==> src/rtl/ctrl_fsm_multicycle.sv <==
// Multi-cycle control unit for the accumulator datapath: owns PC and IR, fetches over a
// req/ack instruction-memory handshake and sequences the datapath strobes as Moore outputs.
`timescale 1ns/1ps

module ctrl_fsm_multicycle #(
    parameter int REG_AW   = 2,
    parameter int IMM_W    = 8,
    parameter int PC_W     = 8,
    parameter int RESET_PC = 0
) (
    input  logic                         clk,
    input  logic                         reset,
    output logic                         imem_req,
    input  logic                         imem_ack,
    input  logic [4+2*REG_AW+IMM_W-1:0]  imem_rdata,
    output logic [PC_W-1:0]              pc,
    output logic [REG_AW-1:0]            rx_sel,
    output logic [REG_AW-1:0]            ry_sel,
    output logic [IMM_W-1:0]             imm,
    input  logic                         bus_zero,
    output logic                         _Extern,
    output logic                         Gout,
    output logic                         Iout,
    output logic                         Ain,
    output logic                         Gin,
    output logic                         DPin,
    output logic                         RdX,
    output logic                         RdY,
    output logic                         WrX,
    output logic                         add_sub,
    output logic                         halted,
    output logic                         illegal,
    output logic [3:0]                   cur_state
);

    localparam int INSTR_W = 4 + 2*REG_AW + IMM_W;

    localparam logic [3:0] OP_LOAD = 4'b0000;
    localparam logic [3:0] OP_MV   = 4'b0001;
    localparam logic [3:0] OP_SUB  = 4'b0010;
    localparam logic [3:0] OP_ADD  = 4'b0011;
    localparam logic [3:0] OP_DISP = 4'b0100;
    localparam logic [3:0] OP_HALT = 4'b0101;
    localparam logic [3:0] OP_SUBI = 4'b0110;
    localparam logic [3:0] OP_ADDI = 4'b0111;
    localparam logic [3:0] OP_JMP  = 4'b1000;
    localparam logic [3:0] OP_BEQZ = 4'b1001;
    localparam logic [3:0] OP_NOP  = 4'b1010;

    typedef enum logic [3:0] {
        S_FETCH   = 4'd0,
        S_DECODE  = 4'd1,
        S_LOAD    = 4'd2,
        S_READ_X  = 4'd3,
        S_READ_Y  = 4'd4,
        S_ADD     = 4'd5,
        S_SUB     = 4'd6,
        S_MV      = 4'd7,
        S_ADDI    = 4'd8,
        S_SUBI    = 4'd9,
        S_WRITE_X = 4'd10,
        S_DISP    = 4'd11,
        S_JUMP    = 4'd12,
        S_BRANCH  = 4'd13,
        S_HALT    = 4'd14
    } state_t;

    state_t               state;
    state_t               next_state;
    logic [INSTR_W-1:0]   ir;
    logic [3:0]           opcode;
    logic                 op_illegal;
    logic [PC_W-1:0]      target;

    assign opcode     = ir[INSTR_W-1 -: 4];
    assign rx_sel     = ir[INSTR_W-5 -: REG_AW];
    assign ry_sel     = ir[IMM_W+REG_AW-1 -: REG_AW];
    assign imm        = ir[IMM_W-1:0];
    assign op_illegal = (opcode > OP_NOP);
    // Size cast zero-extends or truncates the immediate to the PC width.
    assign target     = PC_W'(imm);
    assign cur_state  = state;

    always_ff @(posedge clk or posedge reset) begin
        if (reset) begin
            state <= S_FETCH;
        end else begin
            state <= next_state;
        end
    end

    // PC and IR move only on an accepted fetch or a taken jump/branch, so HALT freezes them.
    always_ff @(posedge clk or posedge reset) begin
        if (reset) begin
            pc      <= PC_W'(RESET_PC);
            ir      <= '0;
            illegal <= 1'b0;
        end else begin
            if (state == S_FETCH && imem_ack) begin
                ir <= imem_rdata;
                pc <= pc + PC_W'(1);
            end else if (state == S_JUMP || (state == S_BRANCH && bus_zero)) begin
                pc <= target;
            end
            if (state == S_DECODE && op_illegal) begin
                illegal <= 1'b1;
            end
        end
    end

    always_comb begin
        next_state = state;
        imem_req   = 1'b0;
        halted     = 1'b0;
        _Extern    = 1'b0;
        Gout       = 1'b0;
        Iout       = 1'b0;
        Ain        = 1'b0;
        Gin        = 1'b0;
        DPin       = 1'b0;
        RdX        = 1'b0;
        RdY        = 1'b0;
        WrX        = 1'b0;
        add_sub    = 1'b0;
        case (state)
            S_FETCH: begin
                imem_req = 1'b1;
                if (imem_ack) begin
                    next_state = S_DECODE;
                end
            end
            S_DECODE: begin
                case (opcode)
                    OP_LOAD:                  next_state = S_LOAD;
                    OP_ADD, OP_MV:            next_state = S_READ_Y;
                    OP_SUB, OP_ADDI, OP_SUBI: next_state = S_READ_X;
                    OP_DISP:                  next_state = S_DISP;
                    OP_JMP:                   next_state = S_JUMP;
                    OP_BEQZ:                  next_state = S_BRANCH;
                    OP_NOP:                   next_state = S_FETCH;
                    OP_HALT:                  next_state = S_HALT;
                    default:                  next_state = S_HALT;
                endcase
            end
            S_LOAD: begin
                _Extern    = 1'b1;
                WrX        = 1'b1;
                next_state = S_FETCH;
            end
            // SUB/ADDI/SUBI latch rx into A first; ADD/MV latch ry.
            S_READ_X: begin
                Ain = 1'b1;
                RdX = 1'b1;
                case (opcode)
                    OP_SUB:  next_state = S_SUB;
                    OP_ADDI: next_state = S_ADDI;
                    OP_SUBI: next_state = S_SUBI;
                    default: next_state = S_FETCH;
                endcase
            end
            S_READ_Y: begin
                Ain = 1'b1;
                RdY = 1'b1;
                case (opcode)
                    OP_ADD:  next_state = S_ADD;
                    OP_MV:   next_state = S_MV;
                    default: next_state = S_FETCH;
                endcase
            end
            S_ADD: begin
                Gin        = 1'b1;
                RdX        = 1'b1;
                next_state = S_WRITE_X;
            end
            S_SUB: begin
                Gin        = 1'b1;
                RdY        = 1'b1;
                add_sub    = 1'b1;
                next_state = S_WRITE_X;
            end
            S_MV: begin
                Gin        = 1'b1;
                next_state = S_WRITE_X;
            end
            S_ADDI: begin
                Iout       = 1'b1;
                Gin        = 1'b1;
                next_state = S_WRITE_X;
            end
            S_SUBI: begin
                Iout       = 1'b1;
                Gin        = 1'b1;
                add_sub    = 1'b1;
                next_state = S_WRITE_X;
            end
            S_WRITE_X: begin
                Gout       = 1'b1;
                WrX        = 1'b1;
                next_state = S_FETCH;
            end
            S_DISP: begin
                DPin       = 1'b1;
                RdX        = 1'b1;
                next_state = S_FETCH;
            end
            S_JUMP: begin
                next_state = S_FETCH;
            end
            S_BRANCH: begin
                RdX        = 1'b1;
                next_state = S_FETCH;
            end
            S_HALT: begin
                halted     = 1'b1;
                next_state = S_HALT;
            end
            default: begin
                next_state = S_FETCH;
            end
        endcase
    end

endmodule
==> config.mk <==
export PLATFORM = sky130hd
export DESIGN_NAME = ctrl_fsm_multicycle
export DESIGN_NICKNAME = d
export VERILOG_FILES = /design/src/rtl/ctrl_fsm_multicycle.sv
export SDC_FILE = /design/constraint.sdc
export NUM_CORES = 1
export LEC_CHECK = 0
export BUFFER_PORTS_ARGS = -buffer_cell sky130_fd_sc_hd__buf_2
export CORE_ASPECT_RATIO = 1.75
export CORE_MARGIN = 5
export CORE_UTILIZATION = 45
export DETAILED_ROUTE_END_ITERATION = 12
export HOLD_SLACK_MARGIN = 0.1
export PLACE_DENSITY = 0.75
export SYNTH_ARGS = -nofsm -noshare
export SYNTH_HDL_FRONTEND = slang
export SYNTH_SLANG_ARGS = --single-unit
==> constraint.sdc <==
create_clock -name clk -period 1.6 [get_ports clk]
set_input_delay 0.08 -clock clk [delete_from_list [all_inputs] [get_ports clk]]
set_output_delay 0.08 -clock clk [all_outputs]
set_load 0.1 [all_outputs]
==> impl_metrics.ini <==
[outcome]
outcome = finished, violations left
violations = negative setup slack

[placed_design]
gp_congestion = 0.871
dpl_worst_slack_ns = -0.206
portBuffers = 56
placed_cell_area_mm2 = 0.00251
dpl.hpwl_mm = 3.75

[sta]
period_needed_ns = 1.85
fmax_ghz = 0.542
setup_tns_ns = -4.59
maxSlewViolCount = 0
rsz0062_at_grt = yes
finClkSkew_ns = 0.00713
setup_slack_ns = -0.245
hold_viol = 0
worstMarginPinSlew_ns = 0.513
setup_viol_count_final = 34
fin_crit_sh_pct = 115
slew_headroom_pct = 66.0

[clocking]
clk_latency_ns = 0.29
cts_buffers = 5
root_buffer = clkbuf_8
clock_path_buffers = 2
clk_pin_slew_worst_paths_ns = 0.06
cts_sinks = 29
cts_tree = built
htreeDepth = 2

[die]
io_pins = 57
die_x_um = 57.2
die_area_mm2 = 0.00529
num_rows = 30
die_h_um = 92.5
start_util_pct = 45.8
core_mm2 = 0.00383

[drt]
viasPerCell = 5.38
wirelength_mm = 6.10
ant_nets = 0
dr.pass1.iters = 4
drc_errors = 0
top_layer = met4
met3_length_um = 324
vias = 1942
drt_iter0_markers = 48
wl_met1_mm = 2.06
wl_per_cell_um = 16.9
met2WireLength_mm = 3.50

[yosys]
synth_edf_count = 0
yosys_warnings = 0
synthesis.area_mm2 = 0.00175
synth_flop_cell = dfrtp_1
ys_ff_latch = 29
syn_nets = 234
yosysSeqAreaShare_pct = 41.4
synth.avg_cell_area_um2 = 8.22
syn_inst = 213
async_flop_share_pct = 100
synth_cell_type_count = 41

[layout]
synthToLayoutAreaGrowth_pct = 78.1
drive_gt1_share_pct = 55.3
nFillCells = 220
finalInstanceArea_mm2 = 0.00312
finish.utilization_pct = 81.5
antennaDiodeCount = 0
nNetsFinal = 334

[grt]
grt_antenna_before_repair = 0
grt_pass1_wl_mm = 9.57
grt_max_degree = 30
grt_usage_pct = 23.3
grt_pass1_vias = 2076
overflow = 0

[worst_setup_path]
crit_chain = or4_4 > buf_6 > nor3_4 > and4_1 > nor3_2
slowest_delay_ns = 0.64
rrSetupSlack_ns = -0.25
slowest_stage = or4_4
cp_max_fo = 4
crit_arrival_ns = 2.01
start_kind = flop
path_class = flop to flop
crit_required_ns = 1.76
r2r_cells = 5
end_kind = flop

[min_path]
worstHoldPathCells = 3
hold_path_class = primary input to flop

[job]
cap_violations = 0
## cells in the mapped netlist, drive strengths merged (2+ instances only)
cell type,n,area share (%)
nor2b,3,1.1
and4,2,1.0
o211ai,4,1.7
a21o,3,1.3
nor3,8,2.9
buf,16,7.3
a21oi,3,0.86
a31oi,3,1.1
clkbuf,9,1.9
nor4b,2,1.0
o22ai,2,0.71
dfrtp,29,41
a221o,2,1.1
mux2i,2,1.1
nand2,59,13
nand3,7,2.0
nor2,19,4.5
o21ai,9,2.6
inv,6,1.6
nand2b,9,3.2
## worst max-delay path, delay by kind of cell (launching register included)
family,cells,cell delay (ns)
simple gates,4,1.09
flops,1,0.47
buf+inv,1,0.16
## logic make-up (layout without fill, tap and decap cells)
kind of cell    Yosys count  after routing  synth area share, %
buf+inv                  31            130                 10.8
compound gates           35             35                 14.5
fa+ha+maj                 1              1                0.714
flops                    29             29                 41.4
simple gates            115            116                 31.4
mux                       2              2                 1.14
## final timing paths
| kind | start | endpoint |
|---|---|---|
| min reg2reg | ir[11] | ir[11] |
| max in group asynchronous | reset | cur_state[1] |
| max | cur_state[1] | pc[7] |
| min in group asynchronous | reset | ir[12] |
| min | imem_ack | pc[2] |
| max reg2reg | cur_state[1] | pc[7] |
## layout by cell type, fill, tap and decap left out, drive strengths merged, types with 4 or more instances in the layout
cell type / netlist / routed
o211ai: 4 / 4
o21ai: 9 / 9
dlygate4sd3: 0 / 17
nand2: 59 / 60
dfrtp: 29 / 29
nand2b: 9 / 9
inv: 6 / 6
nand3: 7 / 7
buf: 16 / 100
clkbuf: 9 / 7
nor3: 8 / 8
nor2: 19 / 19
## layer usage
metal,up-vias,global-route usage (%)
met5,-,0
met4,0,13.0
met3,18,3.91
met2,80,44.9
met1,932,22.2
li1,912,-
## registers in the layout, summed over array words and instances (netlist names)
name	count
cur_state	4
pc	8
illegal	1
ir	16
## through the flow
| stage | std cells | hold WS [ns] |
|---|---|---|
| floorplan | 213 | 0.158 |
| finish | 361 | 0.239 |
| global placement | 323 | 0.167 |
| CTS | 360 | 0.243 |
| detailed placement | 323 | 0.172 |
| global route | 361 | 0.270 |
## what timing repair did
action                     4_1_cts  5_1_grt
hold buffers                    17        0
pin swaps                       16        7
resized for setup               36       23
gates cloned                     2        0
hold endpoints to repair        45        0
setup endpoints to repair       33       37
buffers inserted                11        1
## area by class of cell
cell class	count	area, um^2	share of cell area, %
multi-input cells	154	1150	36.8
repair buffers	117	1040	33.5
inverters	6	35.0	1.12
well taps	48	60.1	1.93
clock buffers	7	86.3	2.77
flip-flops and latches	29	744	23.9
Power is left out: the tool's default activity adds up to more than one toggle a clock period on the data nets, which glitch-free logic cannot reach.
